===== config.mk =====
export PLATFORM = sky130hd
export DESIGN_NAME = register_writeback_flat
export DESIGN_NICKNAME = d
export VERILOG_FILES = /design/src/rtl/register_writeback_pkg.sv /design/src/rtl/register_writeback_if.sv /design/src/rtl/register_writeback_result_fifo.sv /design/src/rtl/register_writeback.sv /design/src/flat_wrapper.sv
export SDC_FILE = /design/constraint.sdc
export NUM_CORES = 1
export LEC_CHECK = 0
export BUFFER_PORTS_ARGS = -buffer_cell sky130_fd_sc_hd__buf_2
export CORE_ASPECT_RATIO = 0.5
export CORE_MARGIN = 5
export CORE_UTILIZATION = 55
export DETAILED_ROUTE_END_ITERATION = 8
export GPL_TIMING_DRIVEN = 0
export HOLD_SLACK_MARGIN = 0.12
export PLACE_DENSITY = 0.87
export SKIP_CTS_REPAIR_TIMING = 1
export SYNTH_ARGS = -nofsm -noshare
export SYNTH_HDL_FRONTEND = slang
export SYNTH_SLANG_ARGS = --single-unit

===== constraint.sdc =====
create_clock -name clock -period 2.7 [get_ports clock]
set_input_delay 0.27 -clock clock [delete_from_list [all_inputs] [get_ports clock]]
set_output_delay 0.27 -clock clock [all_outputs]
set_load 0.05 [all_outputs]

===== src/rtl/register_writeback_pkg.sv =====
// Shared types for the register-file write-back path: register index, data word,
// buffered result entry and the arbitration source tag.
package register_writeback_pkg;

    localparam int unsigned REG_W    = 5;
    localparam int unsigned WORD_W   = 32;
    localparam int unsigned NUM_REGS = 32;

    typedef logic [REG_W-1:0]  reg_index_t;
    typedef logic [WORD_W-1:0] word_t;

    localparam reg_index_t REG_ZERO = 5'd0;

    typedef struct packed {
        reg_index_t dest;
        word_t      value;
    } wb_entry_t;

    typedef enum logic {
        WB_SRC_ALU = 1'b0,
        WB_SRC_MEM = 1'b1
    } wb_src_e;

endpackage


===== src/rtl/register_writeback_if.sv =====
// Bundle of the write-back block's result, issue, register-file and forward signals.
// slave is the write-back block's view; master is the surrounding pipeline's view.
interface register_writeback_if;
    import register_writeback_pkg::*;

    logic                alu_valid;
    logic                alu_ready;
    reg_index_t          alu_dest;
    word_t               alu_value;
    logic                mem_valid;
    logic                mem_ready;
    reg_index_t          mem_dest;
    word_t               mem_value;
    logic                issue_valid;
    logic                issue_ready;
    reg_index_t          issue_dest;
    logic [NUM_REGS-1:0] busy_mask;
    logic                write_enable;
    reg_index_t          selector_in1;
    word_t               value_in1;
    reg_index_t          forward_sel;
    logic                forward_hit;
    word_t               forward_value;

    modport slave (
        input  alu_valid, alu_dest, alu_value,
        input  mem_valid, mem_dest, mem_value,
        input  issue_valid, issue_dest, forward_sel,
        output alu_ready, mem_ready, issue_ready, busy_mask,
        output write_enable, selector_in1, value_in1,
        output forward_hit, forward_value
    );

    modport master (
        output alu_valid, alu_dest, alu_value,
        output mem_valid, mem_dest, mem_value,
        output issue_valid, issue_dest, forward_sel,
        input  alu_ready, mem_ready, issue_ready, busy_mask,
        input  write_enable, selector_in1, value_in1,
        input  forward_hit, forward_value
    );

endinterface


===== src/rtl/register_writeback_result_fifo.sv =====
// Small synchronous FIFO of write-back entries; ready is registered from the
// next occupancy, so a full FIFO popping this cycle still shows ready=0.
module result_fifo
    import register_writeback_pkg::*;
#(
    parameter int unsigned FIFO_DEPTH = 2
) (
    input  logic      clock,
    input  logic      reset,
    input  logic      push_valid,
    output logic      push_ready,
    input  wb_entry_t push_data,
    input  logic      pop,
    output wb_entry_t head,
    output logic      empty
);

    localparam int unsigned PTR_W = $clog2(FIFO_DEPTH);
    localparam int unsigned CNT_W = PTR_W + 1;

    wb_entry_t         storage [FIFO_DEPTH];
    logic [PTR_W-1:0]  rd_ptr;
    logic [PTR_W-1:0]  wr_ptr;
    logic [CNT_W-1:0]  count;
    logic [CNT_W-1:0]  count_next;
    logic              ready_q;
    logic              push;
    logic              pop_ok;

    always_comb begin
        push       = push_valid && ready_q;
        pop_ok     = pop && (count != '0);
        count_next = count;
        if (push && !pop_ok) begin
            count_next = count + CNT_W'(1);
        end else if (!push && pop_ok) begin
            count_next = count - CNT_W'(1);
        end
    end

    // Pointers wrap naturally at FIFO_DEPTH because the depth is a power of two.
    always_ff @(posedge clock) begin
        if (reset) begin
            rd_ptr  <= '0;
            wr_ptr  <= '0;
            count   <= '0;
            ready_q <= 1'b1;
        end else begin
            if (push) begin
                wr_ptr <= wr_ptr + PTR_W'(1);
            end
            if (pop_ok) begin
                rd_ptr <= rd_ptr + PTR_W'(1);
            end
            count   <= count_next;
            ready_q <= (count_next != CNT_W'(FIFO_DEPTH));
        end
    end

    always_ff @(posedge clock) begin
        if (push) begin
            storage[wr_ptr] <= push_data;
        end
    end

    assign head       = storage[rd_ptr];
    assign empty      = (count == '0);
    assign push_ready = ready_q;

endmodule


===== src/rtl/register_writeback.sv =====
// Register-file write-port master: round-robin arbitration of ALU and load results,
// registered write port, busy scoreboard and same-cycle forward compare.
module register_writeback
    import register_writeback_pkg::*;
#(
    parameter int unsigned FIFO_DEPTH = 2
) (
    input logic           clock,
    input logic           reset,
    register_writeback_if.slave bus
);

    wb_entry_t           alu_in;
    wb_entry_t           mem_in;
    wb_entry_t           alu_head;
    wb_entry_t           mem_head;
    wb_entry_t           grant_entry;
    logic                alu_empty;
    logic                mem_empty;
    logic                alu_ready;
    logic                mem_ready;
    logic                grant_alu;
    logic                grant_mem;
    wb_src_e             rr_last;
    logic                write_enable_q;
    reg_index_t          selector_q;
    word_t               value_q;
    logic [NUM_REGS-1:0] busy_q;
    logic [NUM_REGS-1:0] busy_next;
    logic                issue_fire;

    assign alu_in = '{dest: bus.alu_dest, value: bus.alu_value};
    assign mem_in = '{dest: bus.mem_dest, value: bus.mem_value};

    result_fifo #(.FIFO_DEPTH(FIFO_DEPTH)) u_alu_fifo (
        .clock      (clock),
        .reset      (reset),
        .push_valid (bus.alu_valid),
        .push_ready (alu_ready),
        .push_data  (alu_in),
        .pop        (grant_alu),
        .head       (alu_head),
        .empty      (alu_empty)
    );

    result_fifo #(.FIFO_DEPTH(FIFO_DEPTH)) u_mem_fifo (
        .clock      (clock),
        .reset      (reset),
        .push_valid (bus.mem_valid),
        .push_ready (mem_ready),
        .push_data  (mem_in),
        .pop        (grant_mem),
        .head       (mem_head),
        .empty      (mem_empty)
    );

    // Round-robin only matters when both sources have a result waiting.
    always_comb begin
        grant_alu = 1'b0;
        grant_mem = 1'b0;
        if (!alu_empty && !mem_empty) begin
            if (rr_last == WB_SRC_ALU) begin
                grant_mem = 1'b1;
            end else begin
                grant_alu = 1'b1;
            end
        end else if (!alu_empty) begin
            grant_alu = 1'b1;
        end else if (!mem_empty) begin
            grant_mem = 1'b1;
        end
        grant_entry = grant_mem ? mem_head : alu_head;
    end

    // A new claim wins over a commit to the same register in the same cycle.
    always_comb begin
        issue_fire = bus.issue_valid && !busy_q[bus.issue_dest] && (bus.issue_dest != REG_ZERO);
        busy_next  = busy_q;
        if (write_enable_q) begin
            busy_next[selector_q] = 1'b0;
        end
        if (issue_fire) begin
            busy_next[bus.issue_dest] = 1'b1;
        end
        busy_next[REG_ZERO] = 1'b0;
    end

    always_ff @(posedge clock) begin
        if (reset) begin
            rr_last        <= WB_SRC_ALU;
            write_enable_q <= 1'b0;
            selector_q     <= REG_ZERO;
            value_q        <= '0;
            busy_q         <= '0;
        end else begin
            busy_q <= busy_next;
            if (grant_alu || grant_mem) begin
                rr_last        <= grant_mem ? WB_SRC_MEM : WB_SRC_ALU;
                write_enable_q <= (grant_entry.dest != REG_ZERO);
                selector_q     <= grant_entry.dest;
                value_q        <= grant_entry.value;
            end else begin
                write_enable_q <= 1'b0;
            end
        end
    end

    assign bus.alu_ready     = alu_ready;
    assign bus.mem_ready     = mem_ready;
    assign bus.issue_ready   = !busy_q[bus.issue_dest];
    assign bus.busy_mask     = busy_q;
    assign bus.write_enable  = write_enable_q;
    assign bus.selector_in1  = selector_q;
    assign bus.value_in1     = value_q;
    assign bus.forward_hit   = write_enable_q && (selector_q == bus.forward_sel)
                               && (bus.forward_sel != REG_ZERO);
    assign bus.forward_value = value_q;

endmodule


===== src/flat_wrapper.sv =====
// flat-port wrapper written by rule: the top's interface ports become plain ports
module register_writeback_flat import register_writeback_pkg::*;
#(
    parameter int unsigned FIFO_DEPTH = 2
)
  (clock, reset, bus_alu_valid, bus_alu_dest, bus_alu_value, bus_mem_valid, bus_mem_dest, bus_mem_value, bus_issue_valid, bus_issue_dest, bus_forward_sel, bus_alu_ready, bus_mem_ready, bus_issue_ready, bus_busy_mask, bus_write_enable, bus_selector_in1, bus_value_in1, bus_forward_hit, bus_forward_value);
  register_writeback_if bus_i ();
  input logic clock;
  input logic reset;
  input wire logic [$bits(bus_i.alu_valid)-1:0] bus_alu_valid;
  input wire logic [$bits(bus_i.alu_dest)-1:0] bus_alu_dest;
  input wire logic [$bits(bus_i.alu_value)-1:0] bus_alu_value;
  input wire logic [$bits(bus_i.mem_valid)-1:0] bus_mem_valid;
  input wire logic [$bits(bus_i.mem_dest)-1:0] bus_mem_dest;
  input wire logic [$bits(bus_i.mem_value)-1:0] bus_mem_value;
  input wire logic [$bits(bus_i.issue_valid)-1:0] bus_issue_valid;
  input wire logic [$bits(bus_i.issue_dest)-1:0] bus_issue_dest;
  input wire logic [$bits(bus_i.forward_sel)-1:0] bus_forward_sel;
  output wire logic [$bits(bus_i.alu_ready)-1:0] bus_alu_ready;
  output wire logic [$bits(bus_i.mem_ready)-1:0] bus_mem_ready;
  output wire logic [$bits(bus_i.issue_ready)-1:0] bus_issue_ready;
  output wire logic [$bits(bus_i.busy_mask)-1:0] bus_busy_mask;
  output wire logic [$bits(bus_i.write_enable)-1:0] bus_write_enable;
  output wire logic [$bits(bus_i.selector_in1)-1:0] bus_selector_in1;
  output wire logic [$bits(bus_i.value_in1)-1:0] bus_value_in1;
  output wire logic [$bits(bus_i.forward_hit)-1:0] bus_forward_hit;
  output wire logic [$bits(bus_i.forward_value)-1:0] bus_forward_value;
  assign bus_i.alu_valid = bus_alu_valid;
  assign bus_i.alu_dest = bus_alu_dest;
  assign bus_i.alu_value = bus_alu_value;
  assign bus_i.mem_valid = bus_mem_valid;
  assign bus_i.mem_dest = bus_mem_dest;
  assign bus_i.mem_value = bus_mem_value;
  assign bus_i.issue_valid = bus_issue_valid;
  assign bus_i.issue_dest = bus_issue_dest;
  assign bus_i.forward_sel = bus_forward_sel;
  assign bus_alu_ready = bus_i.alu_ready;
  assign bus_mem_ready = bus_i.mem_ready;
  assign bus_issue_ready = bus_i.issue_ready;
  assign bus_busy_mask = bus_i.busy_mask;
  assign bus_write_enable = bus_i.write_enable;
  assign bus_selector_in1 = bus_i.selector_in1;
  assign bus_value_in1 = bus_i.value_in1;
  assign bus_forward_hit = bus_i.forward_hit;
  assign bus_forward_value = bus_i.forward_value;
  register_writeback #(.FIFO_DEPTH(FIFO_DEPTH)) u_core (.clock(clock), .reset(reset), .bus(bus_i));
endmodule

-- After elaboration in Yosys (flattened, before gate mapping)
Memory sizes are Yosys's and may differ from the RTL's. A register that Yosys moved wholly into a read port is not among the register bits.
Cells that the tools add are included.
- bitwise logic cells: 4
- equality and inequality tests: 3
- add/subtract/negate cells: 8
- reduce and logical (&&, ||, !) cells: 31
- multiplexer cells: 29
- order comparisons: 4
- operators by type and width (cell ; number):
    $mux 32 ; 2
    $mux 37 ; 1
    $and 32x32->32 ; 1
    $not 32->32 ; 1
    $or 32x32->32 ; 1
    $mux 1 ; 19
    $logic_and 1x1->1 ; 15
    $reduce_bool 5->1 ; 3
    $lt 5x6->1 const B ; 2
    $demux 1 s5 ; 2
    $ge 5x1->1 const B ; 2
    $mux 2 ; 4
    $logic_not 1->1 ; 7
    $bmux 1 s5 ; 1
    $eq 5x5->1 ; 1
    $add 1x1->1 const B ; 4
    $add 2x1->2 const B ; 2
    $logic_not 2->1 ; 2
    $ne 2x2->1 const B ; 2
    $reduce_bool 2->1 ; 2
    $sub 2x1->2 const B ; 2
    $reduce_or 2->1 ; 1
    $logic_or 1x1->1 ; 1
    $not 1->1 ; 1
- output and inout port bits: 106
- flip-flop bits (word level): 81
- input bits: 89
- logic and storage cells: 95
- bits in writable memories: 148
- memories: 2
- memory list (memory ; depth ; bits a word ; rd ports ; clocked after Yosys merged registers in ; wr ports ; RTL line ; text):
    u_core.u_alu_fifo.storage ; 2 ; 37 ; 1 ; 1 ; 1 ; register_writeback_result_fifo.sv:21 ; wb_entry_t storage [FIFO_DEPTH];
    u_core.u_mem_fifo.storage ; 2 ; 37 ; 1 ; 1 ; 1 ; register_writeback_result_fifo.sv:21 ;

-- Logic depth before layout (Yosys ltp)
- word-level depth: 9
- mapped depth: 9
- depth with buffers taken out: 7

-- By module
From an unflattened synthesis, not the netlist that was laid out.
- cell total of the unflattened synthesis: 731
- area, all modules: 9711.8 µm²
- by module, submodules not included (module ; area each (µm²) ; times used ; cells each):
    result_fifo ; 2982.9 ; 2 ; 149
    register_writeback ; 3746.1 ; 1 ; 433

-- Least setup slack after synthesis
Ideal clock, no wire load.
- kind: register to register
- start point: register u_core.u_alu_fifo.ready_q (netlist: u_core.u_alu_fifo.push_ready)
- end point: memory u_core.u_alu_fifo.storage[0][0] (netlist name) (enable)
- slack: -0.227 ns
- required time: 2.269 ns
- arrival time: 2.495 ns
- stages on the path, launching flop included: 3
- library setup time: 0.431 ns
- clock period less this slack: 2.927 ns
- path through: dfxtp_1 -> nand2_1 -> nor2_1
- word-level cells in the longest chain between the ends: 3
- RTL lines (element ; RTL line ; text):
    start: declaration ; register_writeback_result_fifo.sv:26 ; logic ready_q;
    start signal: assignment ; register_writeback_result_fifo.sv:56 ; ready_q <= (count_next != CNT_W'(FIFO_DEPTH));
    $logic_and 1x1->1 ; register_writeback_result_fifo.sv:31 ; push = push_valid && ready_q;
    $mux 1 ; register_writeback_result_fifo.sv:61 ; if (push) begin
    $mux 1 (not written as such) ; register_writeback_result_fifo.sv:62 ; storage[wr_ptr] <= push_data;
    end: declaration ; register_writeback_result_fifo.sv:21 ;
No other way between the ends.

-- Worst setup path in the final report
- start point: register u_core.busy_q[27] (netlist: u_core.bus.busy_mask[27])
- end point: output port bus_issue_ready
- word-level cells in the longest chain between the ends: 3
- RTL lines (element ; RTL line ; text):
    start: declaration ; register_writeback.sv:28 ; logic [NUM_REGS-1:0] busy_q;
    start signal: assignment ; register_writeback.sv:96 ; busy_q <= busy_next;
    $bmux 1 s5 ; register_writeback.sv:110 ; assign bus.issue_ready = !busy_q[bus.issue_dest];
    $mux 1 (not written as such) ; register_writeback.sv:110 ;
    $logic_not 1->1 ; register_writeback.sv:110 ;
    end: declaration ; flat_wrapper.sv:21 ; output wire logic [$bits(bus_i.issue_ready)-1:0] bus_issue_ready;
No other way between the ends. The select of a mux whose other input is x is not followed.

==> results.md <==
- Register bit count reported by yosys: 230
- Max cap viols: 0
- Total power: approximately 14 mW
- CTS H-tree depth: 1
- CP startpoint kind: register
- Chip Height: slightly above 100 µm
- Antenna-violating nets left: 0
- Total number of vias: around 7,000
- Placed wire-length estimate: ~16,000 µm
- CP endpoint kind: output port
- Gpl congestion: approximately 0.95
- Die area: 20,000 µm²
- Post-layout nets: 1,065
- Most numerous cell in the Yosys netlist: edfxtp_1
- HP Class: in -> reg
- Num ports: around 200
- Synth cell count leaders: edfxtp_1 (148), dfxtp_1 (82), mux2i_1 (82)
- Clock sink count: 230
- Relative slew slack: 0.524
- Reg2Reg Setup Slack: ~0.27 ns
- Max Buffers Root-to-Sink: 3
- Cells after Synth: between 600 and 700
- Initial antenna violation count: 1
- Final setup fails: 0
- Outcome: completed
- Fin Clk Skew: approximately 0.018 ns
- Yosys Warn Count: 0
- Pleak: about 4.7 nW
- Worst skew pair latency: a little over 0.5 ns
- Overall die width: ~200 µm
- Overflow after GRT: 0
- Final core occ: 0.734
- Cell accounting for the most synthesized area: edfxtp_1
- Port buffer count: 188
- Worst r2r src: u_core.u_mem_fifo.count[1]
- Post-layout min period: around 2.6 ns
- Avg Inst Size Synth: approximately 14 µm²
- Drt total wl: between 20,000 and 30,000 µm
- Slew of the pin with the lowest slew margin: slightly above 0.7 ns
- Top cells by area, synth: edfxtp_1 (47%), dfxtp_1 (17%), mux2i_1 (8.7%)
- Ys async rst share: 0
- Critical path arrival: 2.29 ns
- Hold Path Depth: 3
- Setup repair after global routing missed its margin: false
- Yosys top cell area share: 0.472
- PD cells: between 1000 and 1500 nW/µm²
- Mapped Nets: 777
- Count of different cell masters after synthesis: between 40 and 50
- Number of synthesized flops with an enable pin: around 150
- Setup tns final: 0 ns
- First-pass GRT wire length: around 36,000 µm
- Final Cycle Share: 0.950
- Hold path endpoint: u_core.bus.busy_mask[22]
- Multi-input logic area: 2880 µm²
- Initial Util: 0.567
- Peak VDD IR: 797 µV
- Core box area: about 17,000 µm²
- R2R Path End: u_core.bus.forward_value[27]
- Largest net degree at the start of global routing: 23
- CTS tree: done
- Post-Syn Area: approximately 9400 µm²
- Hold path startpoint: bus_issue_dest[2]
- Cts bufs inserted: 20
- Max Slew Vio Count: 0
- Via density per instance: around 5.8
- Layout cells sized above 1: 0.298
- Post-synth top flop: edfxtp_1
- Worst hold slack: 0.253 ns
- Sequential fraction of the synthesis area: 0.647
- Row cnt: 33
- Filler cells: between 1,000 and 1,500
- TritonRoute pass-1 iters: 5
- Worst r2r path cells: 7
- Clock slew at reported path FFs: around 0.070 ns
- Total track usage: 0.228
- Final hold viol count: 0
- Root Driver: clkbuf_16
- First DRT Iteration DRCs: around 600
- CP Class: reg -> out
- Synth-to-layout area growth: 29.5%
- Vias in the first global route: about 6,700
- WL/cell: 21.6 µm
- Sequential cell area: 6090 µm²
- WP data required: 2.43 ns
- Residual DRC: 0
- Worst-path fanout max: 10
- Max Freq: between 300 and 400 MHz
layout make-up:
| type | instances | share of cell area |
|---|---|---|
| flip-flops and latches | 230 | 0.499 |
| multi-input cells | 375 | 0.237 |
| repair buffers | 266 | 0.147 |
| clock buffers | 28 | 0.0495 |
| plain buffers | 75 | 0.0372 |
| well taps | 227 | 0.0233 |
| clock inverters | 8 | 0.00595 |
| inverters | 5 | 0.00154 |
| diodes | 1 | 0.000205 |
cell usage in the layout (no fill, tap or decap), drive strengths merged, types with 4 or more instances in the layout:
cell type    instances
clkbuf              53
o31ai               28
a21oi               12
dfxtp               82
nand3b              22
nor3                 5
buf                242
xnor2                7
mux2                 4
inv                  5
nand2               35
a221oi              32
o21bai              32
dlygate4sd3         74
clkinv               7
nor3b                6
nor2                20
nand3               10
mux2i               82
xor2                 5
o21ai               20
edfxtp             148
nor2b               22
mux4                 4
how the worst max path moves through the flow:
| stage | startpoint | endpoint | slack, ns | cells past startpoint |
|---|---|---|---|---|
| 4_1_cts | u_core.bus.busy_mask[19] | bus_issue_ready | 0.11 | 6 |
| 3_5_place_dp | bus_issue_dest[4] | bus_issue_ready | 0.49 | 8 |
| 5_1_grt | u_core.bus.busy_mask[19] | bus_issue_ready | 0.04 | 6 |
| 2_1_floorplan | u_core.bus.busy_mask[19] | bus_issue_ready | 0.32 | 5 |
| 6_report | u_core.bus.busy_mask[27] | bus_issue_ready | 0.14 | 6 |
| 3_3_place_gp | bus_mem_valid | u_core.u_mem_fifo.storage[0][2] | 0.05 | 3 |
power breakdown:
group | switching, mW | leakage, nW | internal, mW
logic | 4.13 | 2.35 | 1.76
clock network | 1.29 | 0.334 | 1.67
registers | 0.424 | 2.06 | 4.48
per-stage QoR:
stage | std cells | instance area (µm²) | setup WS (ns)
6_report | 1215 | 12200 | 0.136
5_1_grt | 1215 | 12200 | 0.0381
4_1_cts | 1140 | 11400 | 0.109
3_5_place_dp | 1104 | 10800 | 0.490
3_3_place_gp | 1100 | 10600 | 0.0492
2_1_floorplan | 685 | 9420 | 0.323
layer usage:
metal	vias to the layer above	global-route usage	routed length (µm)
met4	0	0.0643	667
li1	3154	-	-
met2	410	0.402	13300
met3	61	0.0418	2180
met1	3413	0.299	10100
met5	-	0	0
cell families after synthesis:
kind of cell | share of synthesized area
xor+xnor | 0.0112
other cells | 0.000398
fa+ha+maj | 0.00612
flops | 0.647
simple gates | 0.0812
mux | 0.102
compound gates | 0.103
buf+inv | 0.0501
worst max-delay path, cell delays in order (launching register included):
cell      delay (ns)
dfxtp_1         0.32
mux4_2          0.50
nand3_1         0.12
o221ai_2        0.19
buf_6           0.20
nor3_2          0.22
buf_4           0.24
sequential cells by signal (all words and copies together), names as in the netlist, 2 cells and up, named ones only:
| name | flops |
|---|---|
| u_core.bus.selector_in1 | 5 |
| u_core.bus.forward_value | 32 |
| u_core.u_mem_fifo.count | 2 |
| u_core.u_alu_fifo.storage | 74 |
| u_core.u_mem_fifo.storage | 74 |
| u_core.bus.busy_mask | 31 |
| u_core.u_alu_fifo.count | 2 |
Note: power is estimated with default switching activity, not from simulation.
